**src/rtl/tiny_riscv_pkg.sv**
```systemverilog
// Shared encodings for the tiny_riscv memory arbiter: FSM states and grant IDs.
// Kept as plain localparam constants so legacy blocks can compare against them directly.
package tiny_riscv_pkg;

    localparam logic [1:0] ST_IDLE = 2'd0;
    localparam logic [1:0] ST_CMD  = 2'd1;
    localparam logic [1:0] ST_WAIT = 2'd2;
    localparam logic [1:0] ST_RESP = 2'd3;

    localparam logic GRANT_IF = 1'b0;
    localparam logic GRANT_D  = 1'b1;

    // The port that did not win last time; used to break ties.
    function automatic logic other_grant(input logic grant);
        return (grant == GRANT_IF) ? GRANT_D : GRANT_IF;
    endfunction

endpackage

```
**src/rtl/tiny_riscv_rr_arbiter2.sv**
```systemverilog
// Two-way combinational round-robin pick between the fetch and load/store ports.
// A lone requester always wins; on a tie the port that was not granted last wins.
module tiny_riscv_rr_arbiter2
    import tiny_riscv_pkg::*;
(
    input  logic req_if,
    input  logic req_d,
    input  logic last_grant,
    output logic grant_valid,
    output logic grant
);

    always_comb begin
        // NOTE: every output gets a default first so no path through the block leaves it unassigned (no latch).
        grant_valid = req_if | req_d;
        grant       = GRANT_IF;
        if (req_if && req_d) begin
            grant = other_grant(last_grant);
        end else if (req_d) begin
            grant = GRANT_D;
        end
    end

endmodule

```
**src/rtl/tiny_riscv_mem_arbiter.sv**
```systemverilog
// Shares one single-port memory between the fetch (IF) and load/store (D) ports of the core.
// One transaction at a time: IDLE -> CMD -> WAIT -> RESP, round-robin between the two ports.
module tiny_riscv_mem_arbiter
    import tiny_riscv_pkg::*;
#(
    parameter int ADDR_WIDTH  = 32,
    parameter int DATA_WIDTH  = 32,
    parameter int MEM_LATENCY = 1
) (
    input  logic                    i_Clk,
    input  logic                    i_Rst,
    input  logic                    i_IF_Req,
    input  logic [ADDR_WIDTH-1:0]   i_IF_Addr,
    output logic                    o_IF_Ack,
    output logic [DATA_WIDTH-1:0]   o_IF_RData,
    input  logic                    i_D_Req,
    input  logic [ADDR_WIDTH-1:0]   i_D_Addr,
    input  logic                    i_D_We,
    input  logic [DATA_WIDTH/8-1:0] i_D_WStrb,
    input  logic [DATA_WIDTH-1:0]   i_D_WData,
    output logic                    o_D_Ack,
    output logic [DATA_WIDTH-1:0]   o_D_RData,
    output logic                    o_Mem_En,
    output logic [ADDR_WIDTH-1:0]   o_Mem_Addr,
    output logic [DATA_WIDTH/8-1:0] o_Mem_WStrb,
    output logic [DATA_WIDTH-1:0]   o_Mem_WData,
    input  logic [DATA_WIDTH-1:0]   i_Mem_RData,
    output logic                    o_Busy
);

    localparam int STRB_WIDTH = DATA_WIDTH / 8;
    localparam int CNT_WIDTH  = $clog2(MEM_LATENCY + 1);
    localparam logic [CNT_WIDTH-1:0] CNT_LOAD = CNT_WIDTH'(MEM_LATENCY - 1);

    logic [1:0]            state;
    logic                  last_grant;
    logic                  grant;
    logic [CNT_WIDTH-1:0]  wait_cnt;
    logic [ADDR_WIDTH-1:0] mem_addr;
    logic [STRB_WIDTH-1:0] mem_wstrb;
    logic [DATA_WIDTH-1:0] mem_wdata;
    logic [DATA_WIDTH-1:0] if_rdata;
    logic [DATA_WIDTH-1:0] d_rdata;

    logic pick_valid;
    logic pick;

    tiny_riscv_rr_arbiter2 u_rr_arbiter2 (
        .req_if      (i_IF_Req),
        .req_d       (i_D_Req),
        .last_grant  (last_grant),
        .grant_valid (pick_valid),
        .grant       (pick)
    );

    // NOTE: sequential state uses non-blocking assignments so every register samples pre-edge values.
    always_ff @(posedge i_Clk or posedge i_Rst) begin
        if (i_Rst) begin
            state      <= ST_IDLE;
            last_grant <= GRANT_IF;
            grant      <= GRANT_IF;
            wait_cnt   <= '0;
            mem_addr   <= '0;
            mem_wstrb  <= '0;
            mem_wdata  <= '0;
            if_rdata   <= '0;
            d_rdata    <= '0;
        end else begin
            case (state)
                ST_IDLE: begin
                    if (pick_valid) begin
                        grant      <= pick;
                        last_grant <= pick;
                        if (pick == GRANT_D) begin
                            mem_addr  <= i_D_Addr;
                            mem_wstrb <= i_D_We ? i_D_WStrb : '0;
                            mem_wdata <= i_D_WData;
                        end else begin
                            mem_addr  <= i_IF_Addr;
                            mem_wstrb <= '0;
                            mem_wdata <= '0;
                        end
                        state <= ST_CMD;
                    end
                end
                ST_CMD: begin
                    wait_cnt <= CNT_LOAD;
                    state    <= ST_WAIT;
                end
                ST_WAIT: begin
                    // Read data is valid in the cycle where the counter has run down to zero.
                    if (wait_cnt == '0) begin
                        if (grant == GRANT_D) begin
                            d_rdata <= i_Mem_RData;
                        end else begin
                            if_rdata <= i_Mem_RData;
                        end
                        state <= ST_RESP;
                    end else begin
                        wait_cnt <= wait_cnt - CNT_WIDTH'(1);
                    end
                end
                ST_RESP: begin
                    state <= ST_IDLE;
                end
                default: begin
                    state <= ST_IDLE;
                end
            endcase
        end
    end

    assign o_Mem_En    = (state == ST_CMD);
    assign o_Mem_Addr  = mem_addr;
    assign o_Mem_WStrb = mem_wstrb;
    assign o_Mem_WData = mem_wdata;
    assign o_IF_Ack    = (state == ST_RESP) && (grant == GRANT_IF);
    assign o_D_Ack     = (state == ST_RESP) && (grant == GRANT_D);
    assign o_IF_RData  = if_rdata;
    assign o_D_RData   = d_rdata;
    assign o_Busy      = (state != ST_IDLE);

endmodule

```
**config.mk**
```make
export PLATFORM = sky130hd
export DESIGN_NAME = tiny_riscv_mem_arbiter
export DESIGN_NICKNAME = d
export VERILOG_FILES = /design/src/rtl/tiny_riscv_pkg.sv /design/src/rtl/tiny_riscv_rr_arbiter2.sv /design/src/rtl/tiny_riscv_mem_arbiter.sv
export SDC_FILE = /design/constraint.sdc
export NUM_CORES = 1
export LEC_CHECK = 0
export ABC_AREA = 1
export ABC_CLOCK_PERIOD_IN_PS = 9400
export CORE_ASPECT_RATIO = 0.75
export CORE_UTILIZATION = 44
export CTS_CLUSTER_SIZE = 8
export DETAILED_ROUTE_END_ITERATION = 10
export GPL_TIMING_DRIVEN = 0
export PLACE_DENSITY = 0.85
export SYNTH_ARGS = -nofsm -noshare
export SYNTH_HDL_FRONTEND = slang
export SYNTH_SLANG_ARGS = --single-unit
```
**constraint.sdc**
```tcl
create_clock -name i_Clk -period 9.4 [get_ports i_Clk]
set_clock_uncertainty 0.1 [all_clocks]
set_input_delay 1.41 -clock i_Clk [delete_from_list [all_inputs] [get_ports i_Clk]]
set_output_delay 1.41 -clock i_Clk [all_outputs]
set_load 0.02 [all_outputs]
```
==> qor.yml <==
r2r_end: "o_D_RData[1]$_DFFE_PP0P_"
slowest_delay_ps: 630
cts_made_buffers: 17
crit_path_cell_trace: "inv_1 -> ha_1 -> inv_2 -> clkdlybuf4s50_1"
vias_per_cell: 4.81
r2r_cells: 6
cp-endpoint: "o_Busy"
antenna_left: 0
grt_max_degree: 81
initial_core_util: 0.459
clkPwrFrac: 0.208
cap_violations: 0
vias: 5586
tightest_slew_ps: 549
hold_viol_final: 0
clock-sinks: 135
synth_top_family_by_area: "simple AND/OR/NAND/NOR gates"
hold_depth: 2
synthesis.area_um2: 5750
synth_simple_gate_area_frac: 0.238
seqPwrFrac: 0.308
num_rows: 35
mostFrequentLayoutCells: "271 x clkdlybuf4s50_1, 269 x nand2_1, 135 x dfrtp_1"
overflow: 0
die_area_um2: 13500
drcViolationCount: 0
internal_power_mw: 2.04
critPathMaxFanout: 4
start_kind: "flip-flop"
finalCritPeriodShare: 0.359
cp.arrival_ps: 1870
cp_slowest_cell: "clkdlybuf4s50_1"
synth_cell_types: 17
wl_per_cell_um: 15.0
grt_setup_unrepaired: "no"
critPathKind: "reg2out"
grt_pass1_vias: 5499
syn-mean-instance-area_um2: 8.32
synth_cells: 691
core_area_um2: 12500
status: "finished, final reports clean"
maxSlewViolCount: 0
ys_warn_count: 0
r2r_start: "state[0]$_DFFE_PP0P_"
n_antenna_cell: 0
cts_hold_buffers: 0
ir_worst_vdd_v: 0.000186
cpLargestDelayFamily: "buffers and inverters"
cts-root-buf: "clkbuf_16"
area_growth_pct: 62.2
die_x_um: 134
switching_power_mw: 1.32
post_route_cells_drive_above_1_share: 0.0603
p_per_area_nw_per_um2: 361
crit_buf_inv: 3
slew_headroom: 0.634
synth_compound_area_frac: 0.0642
worst_ep_required_time_ps: 7890
final_common_cell: "clkdlybuf4s50_1"
portBuffers: 271
fmax_mhz: 296
pre_cts_ws_ps: 6410
path_depth: 4
nNetsFinal: 1124
num_io_pins: 273
cts_tree: "built"
fin_util: 0.745
swShare: 0.394
hpwl_um: 12900
finalSetupViolCount: 0
synthXorXnorAreaFrac: 0
synthMuxAreaShare: 0
yosysSeqAreaShare: 0.587
startpoint: "state[0]$_DFFE_PP0P_"
cp-end-kind: "output port"
synth_nets: 833
grt_pass1_wl_um: 27900
cts_resized: 0
p_leak_nw: 4.71
clockBufferDepth: 2
firstDrtPassIters: 4
drt_iter0_drc: 215
cts_max_level: 4
totalWireLength_um: 17500
min_period_ps: 3380
synthAdderAreaFrac: 0.0109
hold_class: "reg2reg"
insertion_delay_ps: 390
antenna_found_initial: 0
clk_pin_slew_ps: 60
comb_power_share: 0.484
timing.hold.ws_ps: 378
worst_slack_ps: 6020
ys_seq_elements: 135
track_usage: 0.266
n_fill_cell: 918
post_cts_buffers: 0
power_mw: 3.36
setup_tns_ps: 0
gp_congestion: 0.820
die_y_um: 101
r2r_slack_ps: 7420
==> area by class of cell <==
class,count,area [um^2],share of cell area
inverters,104,395,0.0424
clock buffers,18,429,0.0460
flip-flops and latches,135,3380,0.362
repair buffers,272,2740,0.294
plain buffers,35,180,0.0193
clock inverters,14,198,0.0212
multi-input cells,417,1800,0.193
well taps,166,208,0.0223
==> synth_stat cells <==
master,instances,area share
nand2_1,269,0.18
dfrtp_1,135,0.59
inv_1,103,0.067
o21ai_0,72,0.063
nand3_1,64,0.056
buf_2,15,0.013
clkbuf_1,10,0.0065
ha_1,5,0.011
buf_1,4,0.0026
buf_4,4,0.0052
buf_6,2,0.0039
nand2_2,2,0.0022
nor2_1,2,0.0013
inv_2,1,0.00065
nand3_2,1,0.0017
nor2_4,1,0.0020
o21ai_2,1,0.0015
==> cells by family (layout without fill, tap and decap cells) <==
logic type,Yosys count,after routing
compound gates,73,73
fa+ha+maj,5,5
buf+inv,139,443
flops,135,135
simple gates,339,339
==> worst min-delay path: stages (launching register included) <==
cell and delay [ps]:
dfrtp_1 340, nand2_1 50, nand2_1 50
==> sequential cells by signal, summed over array words and instances, names as in the netlist <==
register and count:
grant 1, o_D_RData 32, o_IF_RData 32, o_Mem_Addr 32
o_Mem_WData 32, o_Mem_WStrb 4, state 2
==> layer usage <==
layer / track usage / vias up / wire, um
met5: 0 / - / 0
met4: 0.0977 / 0 / 422
met3: 0.0739 / 29 / 1460
met2: 0.456 / 212 / 8610
met1: 0.323 / 2651 / 6970
li1: - / 2694 / -
==> power groups by stage <==
stage / Combinational (mW) / Clock [mW] / Sequential, mW
2_1_floorplan: 0.470 / 0 / 1.36
3_3_place_gp: 1.59 / 0 / 1.02
3_5_place_dp: 1.63 / 0 / 1.03
4_1_cts: 1.64 / 0.710 / 1.03
5_1_grt: 1.75 / 0.740 / 1.06
6_report: 1.63 / 0.700 / 1.04
==> worst min path at each step <==
stage	slack [ps]	to	start
after floorplan	480	o_Mem_WData[0]$_DFFE_PP0P_	o_Mem_WData[0]$_DFFE_PP0P_
after global placement	360	o_Mem_WData[1]$_DFFE_PP0P_	o_Mem_WData[1]$_DFFE_PP0P_
after detailed placement	360	o_Mem_Addr[3]$_DFFE_PP0P_	o_Mem_Addr[3]$_DFFE_PP0P_
after CTS	380	o_Mem_Addr[26]$_DFFE_PP0P_	o_Mem_Addr[26]$_DFFE_PP0P_
after global routing	400	o_Mem_Addr[23]$_DFFE_PP0P_	o_Mem_Addr[23]$_DFFE_PP0P_
final	380	o_Mem_Addr[3]$_DFFE_PP0P_	o_Mem_Addr[3]$_DFFE_PP0P_
==> through the flow <==
step                cell area, um^2  instances
CTS                            9330       1161
global route                   9330       1161
finish                         9330       1161
floorplan                      5750        691
global placement               8670       1128
detailed placement             8700       1129
Note: power is estimated with default switching activity, not from simulation.
